$ cat src/rtl/execute_pkg.sv
// Shared opcode, state and decode helpers for the EX stage with its
// iterative multiply/divide unit.
package execute_pkg;

    typedef enum logic [4:0] {
        OP_AND   = 5'b00000,
        OP_OR    = 5'b00001,
        OP_ADD   = 5'b00010,
        OP_SLLV  = 5'b00011,
        OP_SRLV  = 5'b00100,
        OP_XOR   = 5'b00101,
        OP_SUB   = 5'b00110,
        OP_SLT   = 5'b00111,
        OP_SLTU  = 5'b01000,
        OP_LUI   = 5'b01001,
        OP_SRAV  = 5'b01011,
        OP_SLL   = 5'b01100,
        OP_SRL   = 5'b01101,
        OP_SRA   = 5'b01110,
        OP_MULT  = 5'b10000,
        OP_MULTU = 5'b10001,
        OP_DIV   = 5'b10010,
        OP_DIVU  = 5'b10011,
        OP_MFHI  = 5'b10100,
        OP_MFLO  = 5'b10101,
        OP_MTHI  = 5'b10110,
        OP_MTLO  = 5'b10111
    } aluop_t;

    typedef enum logic [1:0] {
        IDLE = 2'd0,
        RUN  = 2'd1,
        FIX  = 2'd2
    } muldiv_state_t;

    function automatic logic is_muldiv(input logic [4:0] op);
        return (op[4:2] == 3'b100);
    endfunction

    function automatic logic is_hilo(input logic [4:0] op);
        return (op[4:2] == 3'b101);
    endfunction

endpackage

$ cat src/rtl/execute_muldiv_if.sv
// ID-to-EX bundle: decoded operands and control in, EX pipeline registers
// and the HI/LO interlock stall out.
interface execute_muldiv_if #(parameter int XLEN = 32);
    localparam int SHW = $clog2(XLEN);

    logic            flush;
    logic            AnyStall;
    logic            AluSrc_ID;
    logic            RegDst_ID;
    logic [4:0]      AluControl_ID;
    logic [XLEN-1:0] SignImm_ID;
    logic [SHW-1:0]  Shamt_ID;
    logic [XLEN-1:0] RdDatA_ID;
    logic [XLEN-1:0] RdDatB_ID;
    logic [4:0]      Rt_ID;
    logic [4:0]      Rd_ID;
    logic            RegWrite_ID;
    logic            MemWrite_ID;
    logic            MemToReg_ID;

    logic [XLEN-1:0] Result_EX;
    logic [XLEN-1:0] WrDat_EX;
    logic [4:0]      WriteReg_EX;
    logic            RegWrite_EX;
    logic            MemToReg_EX;
    logic            MemWrite_EX;
    logic            Stall_EX;

    modport master (
        output flush, AnyStall, AluSrc_ID, RegDst_ID, AluControl_ID, SignImm_ID,
               Shamt_ID, RdDatA_ID, RdDatB_ID, Rt_ID, Rd_ID, RegWrite_ID,
               MemWrite_ID, MemToReg_ID,
        input  Result_EX, WrDat_EX, WriteReg_EX, RegWrite_EX, MemToReg_EX,
               MemWrite_EX, Stall_EX
    );

    modport slave (
        input  flush, AnyStall, AluSrc_ID, RegDst_ID, AluControl_ID, SignImm_ID,
               Shamt_ID, RdDatA_ID, RdDatB_ID, Rt_ID, Rd_ID, RegWrite_ID,
               MemWrite_ID, MemToReg_ID,
        output Result_EX, WrDat_EX, WriteReg_EX, RegWrite_EX, MemToReg_EX,
               MemWrite_EX, Stall_EX
    );

endinterface

$ cat src/rtl/muldiv_unit.sv
// Iterative radix-2 multiply/divide on operand magnitudes, owning the
// architectural HI/LO registers; signs are applied in a single FIX cycle.
module muldiv_unit
    import execute_pkg::*;
#(
    parameter int XLEN = 32
) (
    input  logic            clk,
    input  logic            reset_n,
    input  logic            start,
    input  logic            moveTo,
    input  logic [4:0]      op,
    input  logic [XLEN-1:0] a,
    input  logic [XLEN-1:0] b,
    output logic            busy,
    output logic [XLEN-1:0] hi,
    output logic [XLEN-1:0] lo
);

    localparam int SHW = $clog2(XLEN);

    muldiv_state_t   state;
    logic [SHW-1:0]  count;
    logic [XLEN:0]   upper;
    logic [XLEN-1:0] lower;
    logic [XLEN-1:0] operandB;
    logic            isDiv, negLow, negHigh, divZero;

    logic            signA, signB;
    logic [XLEN-1:0] magA, magB;
    logic [XLEN:0]   mulSum, remShift, remDiff;
    logic            remFits;
    logic [2*XLEN-1:0] product;
    logic [XLEN-1:0] fixHi, fixLo;

    // Multiply and divide share the same registers: lower starts as |A| and
    // is consumed LSB-first (multiply) or MSB-first (divide).
    always_comb begin
        signA    = !op[0] && a[XLEN-1];
        signB    = !op[0] && b[XLEN-1];
        magA     = signA ? -a : a;
        magB     = signB ? -b : b;
        mulSum   = upper + (lower[0] ? {1'b0, operandB} : '0);
        remShift = {upper[XLEN-1:0], lower[XLEN-1]};
        remFits  = (remShift >= {1'b0, operandB});
        remDiff  = remShift - {1'b0, operandB};
        product  = {upper[XLEN-1:0], lower};
        fixHi    = '0;
        fixLo    = '0;
        if (isDiv) begin
            fixLo = divZero ? '1 : (negLow ? -lower : lower);
            fixHi = negHigh ? -upper[XLEN-1:0] : upper[XLEN-1:0];
        end else begin
            {fixHi, fixLo} = negLow ? -product : product;
        end
    end

    assign busy = (state != IDLE);

    always_ff @(posedge clk or negedge reset_n) begin
        if (!reset_n) begin
            state    <= IDLE;
            count    <= '0;
            upper    <= '0;
            lower    <= '0;
            operandB <= '0;
            isDiv    <= 1'b0;
            negLow   <= 1'b0;
            negHigh  <= 1'b0;
            divZero  <= 1'b0;
            hi       <= '0;
            lo       <= '0;
        end else begin
            case (state)
                IDLE: begin
                    if (start) begin
                        upper    <= '0;
                        lower    <= magA;
                        operandB <= magB;
                        isDiv    <= op[1];
                        negLow   <= signA ^ signB;
                        negHigh  <= signA;
                        divZero  <= (b == '0);
                        count    <= '0;
                        state    <= RUN;
                    end else if (moveTo) begin
                        if (op[0]) lo <= a;
                        else       hi <= a;
                    end
                end
                RUN: begin
                    if (isDiv) begin
                        upper <= remFits ? remDiff : remShift;
                        lower <= {lower[XLEN-2:0], remFits};
                    end else begin
                        upper <= {1'b0, mulSum[XLEN:1]};
                        lower <= {mulSum[0], lower[XLEN-1:1]};
                    end
                    count <= count + 1'b1;
                    if (count == SHW'(XLEN - 1)) state <= FIX;
                end
                FIX: begin
                    hi    <= fixHi;
                    lo    <= fixLo;
                    state <= IDLE;
                end
                default: state <= IDLE;
            endcase
        end
    end

endmodule

$ cat src/rtl/execute_muldiv.sv
// EX stage: ALU, operand muxing, HI/LO interlock and EX pipeline registers
// around the iterative multiply/divide unit.
module execute_muldiv
    import execute_pkg::*;
#(
    parameter int XLEN = 32,
    parameter int SHW  = $clog2(XLEN)
) (
    input logic             clk,
    input logic             reset_n,
    execute_muldiv_if.slave bus
);

    logic [XLEN-1:0] srcA, srcB, aluResult, hi, lo;
    logic            busy, issue, startMd, moveTo;

    assign issue   = !bus.AnyStall && !bus.flush;
    assign startMd = issue && is_muldiv(bus.AluControl_ID);
    assign moveTo  = issue && (bus.AluControl_ID == OP_MTHI || bus.AluControl_ID == OP_MTLO);
    assign bus.Stall_EX = busy && (is_muldiv(bus.AluControl_ID) || is_hilo(bus.AluControl_ID));

    muldiv_unit #(.XLEN(XLEN)) u_muldiv (
        .clk     (clk),
        .reset_n (reset_n),
        .start   (startMd),
        .moveTo  (moveTo),
        .op      (bus.AluControl_ID),
        .a       (srcA),
        .b       (srcB),
        .busy    (busy),
        .hi      (hi),
        .lo      (lo)
    );

    // LUI places the low half of B in the upper half of the word.
    always_comb begin
        srcA      = bus.RdDatA_ID;
        srcB      = bus.AluSrc_ID ? bus.SignImm_ID : bus.RdDatB_ID;
        aluResult = '0;
        case (bus.AluControl_ID)
            OP_AND:  aluResult = srcA & srcB;
            OP_OR:   aluResult = srcA | srcB;
            OP_XOR:  aluResult = srcA ^ srcB;
            OP_ADD:  aluResult = srcA + srcB;
            OP_SUB:  aluResult = srcA - srcB;
            OP_SLT:  aluResult = {{(XLEN-1){1'b0}}, ($signed(srcA) < $signed(srcB))};
            OP_SLTU: aluResult = {{(XLEN-1){1'b0}}, (srcA < srcB)};
            OP_SLL:  aluResult = srcA << bus.Shamt_ID;
            OP_SRL:  aluResult = srcA >> bus.Shamt_ID;
            OP_SRA:  aluResult = $signed(srcA) >>> bus.Shamt_ID;
            OP_SLLV: aluResult = srcA << srcB[SHW-1:0];
            OP_SRLV: aluResult = srcA >> srcB[SHW-1:0];
            OP_SRAV: aluResult = $signed(srcA) >>> srcB[SHW-1:0];
            OP_LUI:  aluResult = srcB << (XLEN / 2);
            OP_MFHI: aluResult = hi;
            OP_MFLO: aluResult = lo;
            default: aluResult = '0;
        endcase
    end

    always_ff @(posedge clk or negedge reset_n) begin
        if (!reset_n) begin
            bus.Result_EX   <= '0;
            bus.WrDat_EX    <= '0;
            bus.WriteReg_EX <= '0;
            bus.RegWrite_EX <= 1'b0;
            bus.MemToReg_EX <= 1'b0;
            bus.MemWrite_EX <= 1'b0;
        end else if (bus.flush) begin
            bus.Result_EX   <= '0;
            bus.WrDat_EX    <= '0;
            bus.WriteReg_EX <= '0;
            bus.RegWrite_EX <= 1'b0;
            bus.MemToReg_EX <= 1'b0;
            bus.MemWrite_EX <= 1'b0;
        end else if (!bus.AnyStall) begin
            bus.Result_EX   <= aluResult;
            bus.WrDat_EX    <= bus.RdDatB_ID;
            bus.WriteReg_EX <= bus.RegDst_ID ? bus.Rd_ID : bus.Rt_ID;
            bus.RegWrite_EX <= bus.RegWrite_ID;
            bus.MemToReg_EX <= bus.MemToReg_ID;
            bus.MemWrite_EX <= bus.MemWrite_ID;
        end
    end

endmodule

$ cat src/flat_wrapper.sv
// flat-port wrapper written by rule: the top's interface ports become plain ports
module execute_muldiv_flat import execute_pkg::*;
#(
    parameter int XLEN = 32,
    parameter int SHW  = $clog2(XLEN)
)
  (clk, reset_n, bus_flush, bus_AnyStall, bus_AluSrc_ID, bus_RegDst_ID, bus_AluControl_ID, bus_SignImm_ID, bus_Shamt_ID, bus_RdDatA_ID, bus_RdDatB_ID, bus_Rt_ID, bus_Rd_ID, bus_RegWrite_ID, bus_MemWrite_ID, bus_MemToReg_ID, bus_Result_EX, bus_WrDat_EX, bus_WriteReg_EX, bus_RegWrite_EX, bus_MemToReg_EX, bus_MemWrite_EX, bus_Stall_EX);
  execute_muldiv_if #(.XLEN(XLEN)) bus_i ();
  input logic clk;
  input logic reset_n;
  input wire logic [$bits(bus_i.flush)-1:0] bus_flush;
  input wire logic [$bits(bus_i.AnyStall)-1:0] bus_AnyStall;
  input wire logic [$bits(bus_i.AluSrc_ID)-1:0] bus_AluSrc_ID;
  input wire logic [$bits(bus_i.RegDst_ID)-1:0] bus_RegDst_ID;
  input wire logic [$bits(bus_i.AluControl_ID)-1:0] bus_AluControl_ID;
  input wire logic [$bits(bus_i.SignImm_ID)-1:0] bus_SignImm_ID;
  input wire logic [$bits(bus_i.Shamt_ID)-1:0] bus_Shamt_ID;
  input wire logic [$bits(bus_i.RdDatA_ID)-1:0] bus_RdDatA_ID;
  input wire logic [$bits(bus_i.RdDatB_ID)-1:0] bus_RdDatB_ID;
  input wire logic [$bits(bus_i.Rt_ID)-1:0] bus_Rt_ID;
  input wire logic [$bits(bus_i.Rd_ID)-1:0] bus_Rd_ID;
  input wire logic [$bits(bus_i.RegWrite_ID)-1:0] bus_RegWrite_ID;
  input wire logic [$bits(bus_i.MemWrite_ID)-1:0] bus_MemWrite_ID;
  input wire logic [$bits(bus_i.MemToReg_ID)-1:0] bus_MemToReg_ID;
  output wire logic [$bits(bus_i.Result_EX)-1:0] bus_Result_EX;
  output wire logic [$bits(bus_i.WrDat_EX)-1:0] bus_WrDat_EX;
  output wire logic [$bits(bus_i.WriteReg_EX)-1:0] bus_WriteReg_EX;
  output wire logic [$bits(bus_i.RegWrite_EX)-1:0] bus_RegWrite_EX;
  output wire logic [$bits(bus_i.MemToReg_EX)-1:0] bus_MemToReg_EX;
  output wire logic [$bits(bus_i.MemWrite_EX)-1:0] bus_MemWrite_EX;
  output wire logic [$bits(bus_i.Stall_EX)-1:0] bus_Stall_EX;
  assign bus_i.flush = bus_flush;
  assign bus_i.AnyStall = bus_AnyStall;
  assign bus_i.AluSrc_ID = bus_AluSrc_ID;
  assign bus_i.RegDst_ID = bus_RegDst_ID;
  assign bus_i.AluControl_ID = bus_AluControl_ID;
  assign bus_i.SignImm_ID = bus_SignImm_ID;
  assign bus_i.Shamt_ID = bus_Shamt_ID;
  assign bus_i.RdDatA_ID = bus_RdDatA_ID;
  assign bus_i.RdDatB_ID = bus_RdDatB_ID;
  assign bus_i.Rt_ID = bus_Rt_ID;
  assign bus_i.Rd_ID = bus_Rd_ID;
  assign bus_i.RegWrite_ID = bus_RegWrite_ID;
  assign bus_i.MemWrite_ID = bus_MemWrite_ID;
  assign bus_i.MemToReg_ID = bus_MemToReg_ID;
  assign bus_Result_EX = bus_i.Result_EX;
  assign bus_WrDat_EX = bus_i.WrDat_EX;
  assign bus_WriteReg_EX = bus_i.WriteReg_EX;
  assign bus_RegWrite_EX = bus_i.RegWrite_EX;
  assign bus_MemToReg_EX = bus_i.MemToReg_EX;
  assign bus_MemWrite_EX = bus_i.MemWrite_EX;
  assign bus_Stall_EX = bus_i.Stall_EX;
  execute_muldiv #(.XLEN(XLEN), .SHW(SHW)) u_core (.clk(clk), .reset_n(reset_n), .bus(bus_i));
endmodule
$ cat config.mk
export PLATFORM = sky130hd
export DESIGN_NAME = execute_muldiv_flat
export DESIGN_NICKNAME = d
export VERILOG_FILES = /design/src/rtl/execute_pkg.sv /design/src/rtl/execute_muldiv_if.sv /design/src/rtl/muldiv_unit.sv /design/src/rtl/execute_muldiv.sv /design/src/flat_wrapper.sv
export SDC_FILE = /design/constraint.sdc
export NUM_CORES = 1
export LEC_CHECK = 0
export CAP_MARGIN = 30
export CORE_UTILIZATION = 35
export CTS_BUF_LIST = sky130_fd_sc_hd__clkbuf_8
export DETAILED_ROUTE_END_ITERATION = 7
export HOLD_SLACK_MARGIN = 0.05
export RECOVER_POWER = 25
export SETUP_SLACK_MARGIN = 0.4
export SLEW_MARGIN = 40
export SYNTH_ARGS = -nofsm -noshare
export SYNTH_HDL_FRONTEND = slang
export SYNTH_SLANG_ARGS = --single-unit
export TNS_END_PERCENT = 50
$ cat constraint.sdc
create_clock -name clk -period 5.2 [get_ports clk]
set_clock_uncertainty 0.2 [all_clocks]
set_input_delay 0.52 -clock clk [delete_from_list [all_inputs] [get_ports clk]]
set_output_delay 0.52 -clock clk [all_outputs]
set_load 0.01 [all_outputs]
==> results of run 1 <==
sequential cells by signal, summed over array words and instances, names as in the netlist, 2 cells and up:
signal                    cells
u_core.u_muldiv.lo           32
u_core.bus.WrDat_EX          32
u_core.u_muldiv.operandB     32
u_core.u_muldiv.lower        32
u_core.u_muldiv.upper        33
u_core.u_muldiv.count         5
u_core.u_muldiv.hi           32
u_core.u_muldiv.state         2
u_core.bus.WriteReg_EX        5
u_core.bus.Result_EX         32
routing by layer:
metal	vias to the layer above	wire length (um)	GRT usage, %
met5	-	89	0
met1	17100	72200	53.5
met3	547	19800	10.4
met2	2293	72600	58.3
li1	15100	-	-
met4	12	13600	25.1
worst max-delay path, delay by kind of cell:
kind / cells / cell delay (ps)
adders and majority gates: 1 / 270
buffers and inverters: 5 / 1280
muxes: 1 / 560
and+or+nand+nor: 2 / 650
AOI/OAI and AO/OA: 6 / 1730
through the flow:
stage	utilization [%]	power [mW]	hold slack [ps]
2_1_floorplan	-	8.01	24.4
3_3_place_gp	41.1	10.8	266
5_1_grt	42.4	13.9	276
3_5_place_dp	41.1	10.8	272
4_1_cts	42.4	13.0	218
6_report	42.4	13.2	275
worst max path at each step:
stage | start | endpoint | slack [ps]
4_1_cts | u_core.u_muldiv.lower[0] | u_core.u_muldiv.upper[31] | 840
3_5_place_dp | bus_RdDatB_ID[0] | u_core.bus.Result_EX[28] | 160
2_1_floorplan | bus_AluSrc_ID | u_core.bus.Result_EX[28] | 440
6_report | bus_RdDatB_ID[2] | u_core.bus.Result_EX[23] | 620
3_3_place_gp | bus_RdDatB_ID[0] | u_core.bus.Result_EX[4] | -20
5_1_grt | bus_RdDatB_ID[0] | u_core.bus.Result_EX[28] | 550
cell usage after synthesis (40+ instances only):
master / instances
a211oi_1: 86
a21o_1: 47
a21oi_1: 318
a221oi_1: 43
a22oi_1: 69
a31oi_1: 40
buf_2: 45
clkbuf_1: 235
dfrtp_1: 244
ha_1: 178
inv_1: 144
mux2i_1: 224
nand2_1: 359
nand2b_1: 40
nand3_1: 74
nor2_1: 317
nor3_1: 135
o211ai_1: 71
o21ai_0: 299
o22ai_1: 75
o31ai_1: 41
xnor2_1: 160
power groups by stage:
stage | registers (mW) | logic, mW | clock network [mW]
after floorplan | 2.67 | 5.34 | 0
final | 3.08 | 7.95 | 2.16
after global placement | 3.06 | 7.71 | 0
after detailed placement | 3.07 | 7.71 | 0
after CTS | 3.04 | 7.75 | 2.19
after global routing | 3.11 | 8.53 | 2.27
logic make-up (layout without fill, tap and decap cells):
logic type      count (synthesis)  in the layout  share of synthesized area [%]
compound gates               1363           1363                           30.0
xor+xnor                      192            192                           5.67
fa+ha+maj                     182            182                           7.78
buf+inv                       468            776                           6.26
flops                         244            244                           20.6
mux                           283            283                           10.9
other cells                     0              3                              0
simple gates                 1177           1177                           18.8
cell type report:
type	instances	area (um^2)	area share [%]
Tap cell	1134	1420	3.99
Timing Repair Buffer	531	4590	12.9
Multi-Input combinational cell	3197	21800	61.3
Antenna cell	3	7.51	0.0211
Inverter	159	597	1.68
Sequential cell	244	6110	17.2
Clock inverter	23	149	0.419
Clock buffer	63	867	2.44
repair_timing:
item / 4_1_cts / 5_1_grt
hold buffers: 2 / 0
endpoints found under the hold margin: 70 / 0
gates resized for setup: 0 / 0
endpoints found under the setup margin: 0 / 0
==> results.md, run 1 <==
- Status: finished with violations
- Sequential cell area fraction in the yosys report: 20.6%
- CP required: 5640 ps
- Fin cells: 5354
- RSZ-0062 raised after global routing: false
- Startpoint Class: primary input
- PD cells: 371 nW/um^2
- Synth Flop Type: dfrtp_1
- Cells taking the most area after synthesis: dfrtp_1 21%, mux2i_1 7.6%, ha_1 7.5%
- Hold Path Depth: 4
- Failing checks: max-capacitance violations, max-slew violations
- Pre-CTS setup slack: 165 ps
- Largest net degree at the start of global routing: 96
- Slack of the critical path: 622 ps
- Seq cells post-synth: 244
- Post-Synthesis Net Count: 4216
- P_int: 6.52 mW
- I/O pin cnt: 198
- Total grt overflow: 0
- IO buf count: 197
- Fmax: 0.218 GHz
- Antenna violations before repair: 13
- Tightest Hold Check Type: in2reg
- Ys async rst share: 100%
- Placeable Area: 83800 um^2
- Yosys top cell area share: 20.6%
- Max-cap violations: 3
- Hpwl dp: 140 mm
- Cell Chain, Critical Path: clkdlybuf4s50_1 -> mux2i_2 -> inv_2 -> buf_4 -> ha_1 -> a211o_1 -> a31oi_1 -> buf_4 -> a2111oi_0 -> buf_4 -> nor4_1 -> o31ai_1 -> nor3b_1 -> o32ai_1 -> a221o_1
- GRT Total Usage: 40.4%
- FF-to-FF Start: u_core.u_muldiv.lower[0]
- Clk pin slew, worst setup/hold paths: 70 ps
- Final hold viol count: 0
- First-pass GRT wire length: 250 mm
- Die area: 85900 um^2
- Most used cell, CP: buf_4
- Tmin final: 4580 ps
- DP Area: 34500 um^2
- Flop-to-flop setup slack: 810 ps
- Layout area overhead: 19.8%
- Switching Fraction: 50.5%
- DR iter-0 viols: 4932
- Final setup TNS: 0 ps
- WL per Instance: 33.3 um
- Number of setup violations in the final report: 0
- Relative slew slack: -62.6%
- Largest area contributor in the netlist: dfrtp_1
- Post-layout net count: 4490
- Wirelength, routed: 178 mm
- Post-CTS setup repair buffer count: 0
- DRC: 0
- Post-route cell area: 35500 um^2
- CP Max Fanout: 5
- Flop pwr share: 23.4%
- Via density: 6.56
- Clk sinks: 244
- Critical path class: in2reg
- Mapped Cells: 3909
- CTS tree: done
- Die height: 293 um
- EDFF count, synth: 0
- Sw Pwr: 6.66 mW
- Arr. time, crit path: 5020 ps
- Num CTS Buffers: 50
- Worst slew pin tran: 2440 ps
- Warnings, synthesis: 0
- Final RePlAce weighted congestion: 1.12
- Routed Antenna Nets: 0
- Commonest non-fill, non-tap cell in the layout: nand2_1
- Clock Tree Root: clkbuf_8
- Clk_lat worst skew: 700 ps
- DR pass1 iterations: 7
- Hold Path End: u_core.bus.Result_EX[22]
- Combinational Power Share: 60.3%
- Die Span X: 293 um
- Number of global-route vias before repair: 32.4k
- Cell Area, Synth: 29700 um^2
- Avg Cell Area, Syn: 7.59 um^2
- Synth cell types: 96
- Reg-to-reg endpoint: u_core.u_muldiv.upper[31]
- Rows: 106
- Commonest non-fill, non-tap cells in the layout: 357 x nand2_1, 319 x buf_4, 317 x a21oi_1, 311 x nor2_1, 299 x o21ai_0
- Fillers: 8783
- Placed cell count: 5262
- Clk pwr share: 16.4%
- Slew Limit Fails: 146
- Via count: 35.1k
- Kind of end point of the critical path: register
- Initial core utilization: 35.4%
- Clock buffer depth: 3
- Hold wc startpoint: bus_AnyStall
- Period Utilization, post-route: 88.0%
- Worst r2r path cells: 15
- Leak: 14.7 nW
- Layout cells sized above 1: 12.7%
- Htree depth: 2
- Slowest cell on crit path: o32ai_1
- Largest stage delay on the critical path: 690 ps
- Peak supply drop: 0.413 mV
(Power assumes the default switching activity.)
==> run 2, diff against run 1 <==
--- a/config.mk
+++ b/config.mk
@@ -12,6 +12,7 @@
 export HOLD_SLACK_MARGIN = 0.05
 export RECOVER_POWER = 25
 export SETUP_SLACK_MARGIN = 0.4
+export SKIP_LAST_GASP = 1
 export SLEW_MARGIN = 40
 export SYNTH_ARGS = -nofsm -noshare
 export SYNTH_HDL_FRONTEND = slang
==> results of run 2 <==
Same layout as run 1: the final DEF is identical, and so are final timing and power.
